[src/rtl/gpu_cmd_arb.sv]
// gpu_cmd_arb: packet-granular round-robin arbiter merging N_CH command
// streams onto a single GPU command port. A channel keeps the grant from
// its first word until the word carrying in_last has been accepted.
//
// Build option GPU_CMD_ARB_SKID_EN: when defined, the output path is a
// 2-entry registered skid buffer; when undefined, the granted channel is
// passed straight through to the output with zero latency.
module gpu_cmd_arb #(
  parameter int N_CH = 2,
  parameter int DW   = 64,
  localparam int CW  = (N_CH > 1) ? $clog2(N_CH) : 1
) (
  input  logic               clk,
  input  logic               rst_n,
  input  logic [N_CH*DW-1:0] in_data,
  input  logic [N_CH-1:0]    in_last,
  input  logic [N_CH-1:0]    in_valid,
  output logic [N_CH-1:0]    in_ready,
  output logic [DW-1:0]      out_data,
  output logic               out_last,
  output logic [CW-1:0]      out_chan,
  output logic               out_valid,
  input  logic               out_ready
);

  typedef enum logic {
    IDLE = 1'b0,
    LOCK = 1'b1
  } state_e;

  typedef struct packed {
    logic [CW-1:0] chan;
    logic          last;
    logic [DW-1:0] data;
  } beat_t;

  state_e        state_q, state_d;
  logic [CW-1:0] grant_q, grant_d;
  logic [CW-1:0] last_grant_q, last_grant_d;
  logic [CW-1:0] rr_pick;
  logic          rr_found;

  logic          g_valid;
  logic          g_ready;
  logic          g_fire;
  beat_t         g_beat;

  // Arbitration state: IDLE/LOCK, current grant and the channel served last.
  always_ff @(posedge clk or negedge rst_n) begin
    // NOTE: state registers use non-blocking assignments so every flop
    // samples the pre-edge value; blocking here would create ordering races.
    if (!rst_n) begin
      state_q      <= IDLE;
      grant_q      <= '0;
      last_grant_q <= CW'(N_CH - 1);
    end else begin
      state_q      <= state_d;
      grant_q      <= grant_d;
      last_grant_q <= last_grant_d;
    end
  end

  // Round-robin search: first requesting channel after last_grant, wrapping.
  always_comb begin
    // NOTE: every combinational output gets a default before any branch so
    // no path leaves it unassigned, which would infer a latch.
    rr_pick  = last_grant_q;
    rr_found = 1'b0;
    for (int i = 1; i <= N_CH; i++) begin
      if (!rr_found && in_valid[(int'(last_grant_q) + i) % N_CH]) begin
        rr_pick  = CW'((int'(last_grant_q) + i) % N_CH);
        rr_found = 1'b1;
      end
    end
  end

  // Select the granted channel's word and flags.
  always_comb begin
    g_valid = 1'b0;
    g_beat  = '0;
    for (int k = 0; k < N_CH; k++) begin
      if (CW'(k) == grant_q) begin
        g_valid     = in_valid[k];
        g_beat.data = in_data[k*DW +: DW];
        g_beat.last = in_last[k];
      end
    end
    g_beat.chan = grant_q;
  end

  assign g_fire = g_valid && g_ready;

  // Next-state: grab a channel in IDLE, release on the accepted last word.
  always_comb begin
    state_d      = state_q;
    grant_d      = grant_q;
    last_grant_d = last_grant_q;
    case (state_q)
      IDLE: begin
        if (|in_valid) begin
          grant_d = rr_pick;
          state_d = LOCK;
        end
      end
      LOCK: begin
        if (g_fire && g_beat.last) begin
          last_grant_d = grant_q;
          state_d      = IDLE;
        end
      end
      default: state_d = IDLE;
    endcase
  end

  // Only the granted channel may ever see ready.
  always_comb begin
    in_ready = '0;
    for (int k = 0; k < N_CH; k++) begin
      if (CW'(k) == grant_q) in_ready[k] = g_ready;
    end
  end

`ifdef GPU_CMD_ARB_SKID_EN

  beat_t out_q, skid_q;
  logic  out_v_q, skid_v_q;
  logic  pop;

  // Ready comes only from local state, never from out_ready.
  assign g_ready = (state_q == LOCK) && !skid_v_q;
  assign pop     = out_v_q && out_ready;

  // Two-entry buffer: out_q is the head shown on the port, skid_q catches
  // the word accepted while the head is stalled.
  always_ff @(posedge clk or negedge rst_n) begin
    // NOTE: the data registers are reset too, because the outputs must read
    // zero during reset, not just be marked invalid.
    if (!rst_n) begin
      out_v_q  <= 1'b0;
      skid_v_q <= 1'b0;
      out_q    <= '0;
      skid_q   <= '0;
    end else if (pop) begin
      if (skid_v_q) begin
        out_q    <= skid_q;
        skid_v_q <= g_fire;
        if (g_fire) skid_q <= g_beat;
      end else begin
        out_v_q <= g_fire;
        if (g_fire) out_q <= g_beat;
      end
    end else if (!out_v_q) begin
      out_v_q <= g_fire;
      if (g_fire) out_q <= g_beat;
    end else if (g_fire) begin
      skid_v_q <= 1'b1;
      skid_q   <= g_beat;
    end
  end

  assign out_valid = out_v_q;
  assign out_data  = out_q.data;
  assign out_last  = out_q.last;
  assign out_chan  = out_q.chan;

`else

  assign g_ready = (state_q == LOCK) && out_ready;

  // Pass-through of the granted channel while locked; quiet otherwise.
  always_comb begin
    out_valid = 1'b0;
    out_data  = '0;
    out_last  = 1'b0;
    out_chan  = '0;
    if (state_q == LOCK) begin
      out_valid = g_valid;
      out_data  = g_beat.data;
      out_last  = g_beat.last;
      out_chan  = g_beat.chan;
    end
  end

`endif

endmodule

[config.mk]
export PLATFORM = sky130hd
export DESIGN_NAME = gpu_cmd_arb
export DESIGN_NICKNAME = d
export VERILOG_FILES = /design/src/rtl/gpu_cmd_arb.sv
export SDC_FILE = /design/constraint.sdc
export NUM_CORES = 1
export LEC_CHECK = 0
export ABC_AREA = 0
export CAP_MARGIN = 20
export CORE_AREA = 2 2 79 81
export DETAILED_ROUTE_END_ITERATION = 8
export DIE_AREA = 0 0 81 83
export GPL_ROUTABILITY_DRIVEN = 0
export PLACE_DENSITY = 0.75
export SLEW_MARGIN = 20
export SYNTH_ARGS = -nofsm -noshare
export SYNTH_HDL_FRONTEND = slang
export SYNTH_SLANG_ARGS = --single-unit
[constraint.sdc]
create_clock -name clk -period 2.1 [get_ports clk]
set_input_delay 0.63 -clock clk [delete_from_list [all_inputs] [get_ports clk]]
set_output_delay 0.63 -clock clk [all_outputs]
set_load 0.005 [all_outputs]
==> summary.md <==
| Metric | Value |
|---|---|
| Number of placed I/O pins | `204` |
| CP Capture Type | `primary output` |
| EDFF count, synth | `0` |
| Post-route ant nets | `0` |
| Post-synth top flop | `dfrtp_1` |
| Min-delay worst type | `reg -> reg` |
| Max-cap violations | `0` |
| Most numerous cell in the Yosys netlist | `nor2_1` |
| Crit path DAT | `around 1.5 ns` |
| Rows | `28` |
| Synth cell count leaders | `nor2_1, mux2i_1, buf_4, nand2_1` |
| Pwr Total | `2.52 mW` |
| Post-Synthesis Cells | `165` |
| Distinct cells, synth | `16` |
| Final wirelength | `6.03 mm` |
| Root buffer cell | `clkbuf_8` |
| Chip width | `81 µm` |
| Nets | `~510` |
| Clk_skew | `0.000175 ns` |
| Endpoints failing setup | `0` |
| RSZ-0062 raised after global routing | `no` |
| Worst Tran Pin Value | `0.200 ns` |
| Register area share after synthesis | `6.61%` |
| Synth area leaders | `mux2i_1, nor2_1, dfrtp_1` |
| Final min period | `2.08 ns` |
| Cell taking the most area after synthesis | `mux2i_1` |
| Relative slew slack | `86.3%` |
| LEAKAGE | `around 1.5 nW` |
| Via Count | `1,913` |
| Setup CP Type | `in -> out` |
| Area growth, synth to finish | `170%` |
| Hold path start | `last_grant_q$_DFFE_PN1P_` |
| Post-synth top area share | `57.2%` |
| Area of the core | `5820 µm²` |
| Worst-path clk slew | `0.03 ns` |
| Cts bufs inserted | `3` |
| Number of port buffers | `203` |
| Final Hold Fails | `0` |
| Share of cells above drive strength 1 | `a little under a quarter` |
| CTS tree | `yes` |
| CTS max path bufs | `2` |
| Final cell count without fillers | `446` |
| Worst R2R Start | `grant_q$_DFFE_PN0P_` |
| Gr usage total | `16.9%` |
| HPWL after detailed placement | `5.05 mm` |
| Slew Viols, Final | `0` |
| Synth Cell Area | `1150 µm²` |
| Synth Register Bits | `3` |
| Peak Freq | `480 MHz` |
| Drt drc | `0` |
| Hold buffers post-CTS | `0` |
| Post-Place Cells | `440` |
| Chip height | `83 µm` |
| Grt total ovfl | `0` |
| Fillcell total | `581` |
| Full die area | `~6700 µm²` |
| Vias in the first global route | `1,932` |
| Initial DRC Count | `29` |
| Result of the run | `finished, final reports clean` |
| Ys async rst share | `100%` |
| Post-Syn Area per Cell | `7.00 µm²` |
| DRT Pass-1 Iters | `3` |
| Diode count | `0` |
| Starting Density | `19.9%` |
| PwrDens | `slightly above 800 nW/µm²` |
| H-tree Lvls | `1` |
| Skew-Pair Late Insertion Delay | `roughly 0.21 ns` |
| First-pass GRT wire length | `9.18 mm` |
| Warnings, synthesis | `0` |
| VDD IR max | `around 0.35 mV` |
| Clk sinks | `3` |
| CP required | `1.47 ns` |
| Pin count of the biggest net entering global routing | `45` |
| Total nets after synthesis | `300` |
| Element type at the critical path start | `input pin` |
| Antenna violations before repair | `0` |
| Critical path fanouts, max | `1` |
| Fin crit share | `99.1%` |
| Wire per inst | `about 14 µm` |
| Worst Setup SP | `in_data[68]` |
| Drt via density | `4.29` |
==> path summary, 6_finish.rpt <==
path	end	slack, ns	depth (start not counted)
worst max register to register	state_q$_DFF_PN0_	0.63	6
worst min-delay path	last_grant_q$_DFFE_PN1P_	0.47	2
max in group asynchronous	last_grant_q$_DFFE_PN1P_	1.27	1
min in group asynchronous	grant_q$_DFFE_PN0P_	0.61	1
worst min register to register	last_grant_q$_DFFE_PN1P_	0.47	2
worst max-delay path	out_data[4]	0.02	4
==> timing repair <==
item | in CTS | in global routing
setup buffers | 1 | 0
endpoints found under the setup margin | 69 | 58
gates cloned | 1 | 0
gates resized for setup | 155 | 72
pin swaps | 3 | 8
==> final cells by class <==
type                            count  area (µm²)  area share [%]
Tap cell                           75        93.8            3.01
Sequential cell                     3        80.1            2.57
Multi-Input combinational cell    146         985            31.6
Clock buffer                        4        45.0            1.44
Inverter                            1        3.75           0.120
Timing Repair Buffer              217        1910            61.3
==> report_power, final <==
part	internal (mW)	leakage, nW	switching, mW
logic	1.26	1.49	0.949
registers	0.0953	0.0310	0.0533
clock network	0.129	0.0228	0.0379
==> per-layer routing <==
metal	part of all wire (%)	wire length, µm	up-vias	GRT usage (%)
li1	-	-	973	-
met1	36	2150	823	17.8
met2	51	3080	113	31.0
met3	12	734	4	5.54
met4	1.0	61	0	5.39
met5	0	0	-	0
==> cell usage in the layout (no fill, tap or decap) <==
cell type	n
nor2_1	68
dlygate4sd2_1	7
dfrtp_4	1
clkbuf_1	1
buf_4	8
buf_2	15
inv_2	1
nand2_1	5
and3_4	1
dfrtp_1	1
clkbuf_2	47
nand3_1	1
o31ai_1	1
clkdlybuf4s15_2	1
nor3_1	2
clkbuf_8	3
clkdlybuf4s15_1	5
buf_16	1
buf_12	5
and2_1	1
dfstp_2	1
a32o_1	1
mux2i_1	66
clkdlybuf4s50_1	124
dlymetal6s2s_1	4
==> worst max-delay path, stage by stage <==
cell and delay (ns):
clkdlybuf4s50_1 0.46, mux2i_1 0.06, nor2_1 0.08, clkdlybuf4s15_1 0.22
==> per-stage QoR <==
stage	setup WS (ns)	setup TNS, ns	hold WS, ns	cell area (µm²)	util (%)
after global placement	-0.372	-18.67	0.463	3340	57.5
after global routing	0.00136	0	0.513	3120	53.6
final	0.0183	0	0.472	3120	53.6
after floorplan	0.565	0	0.334	1150	-
after detailed placement	-0.399	-19.42	0.478	3340	57.5
after CTS	-0.0667	-0.102	0.479	3380	58.2
==> cell families (layout without fill, tap and decap cells) <==
family	after synthesis	in the layout	share of synthesized area [%]
DFF	3	3	6.61
muxes	66	66	57.2
and+or+nand+nor	78	78	26.1
buffers and inverters	16	222	8.56
AOI/OAI and AO/OA	2	2	1.52
==> state kept, by name, summed over array words and instances, names as in the netlist <==
| signal | cells |
|---|---|
| grant_q | 1 |
| state_q | 1 |
| last_grant_q | 1 |
No activity file was read; power rests on OpenSTA's default activity.
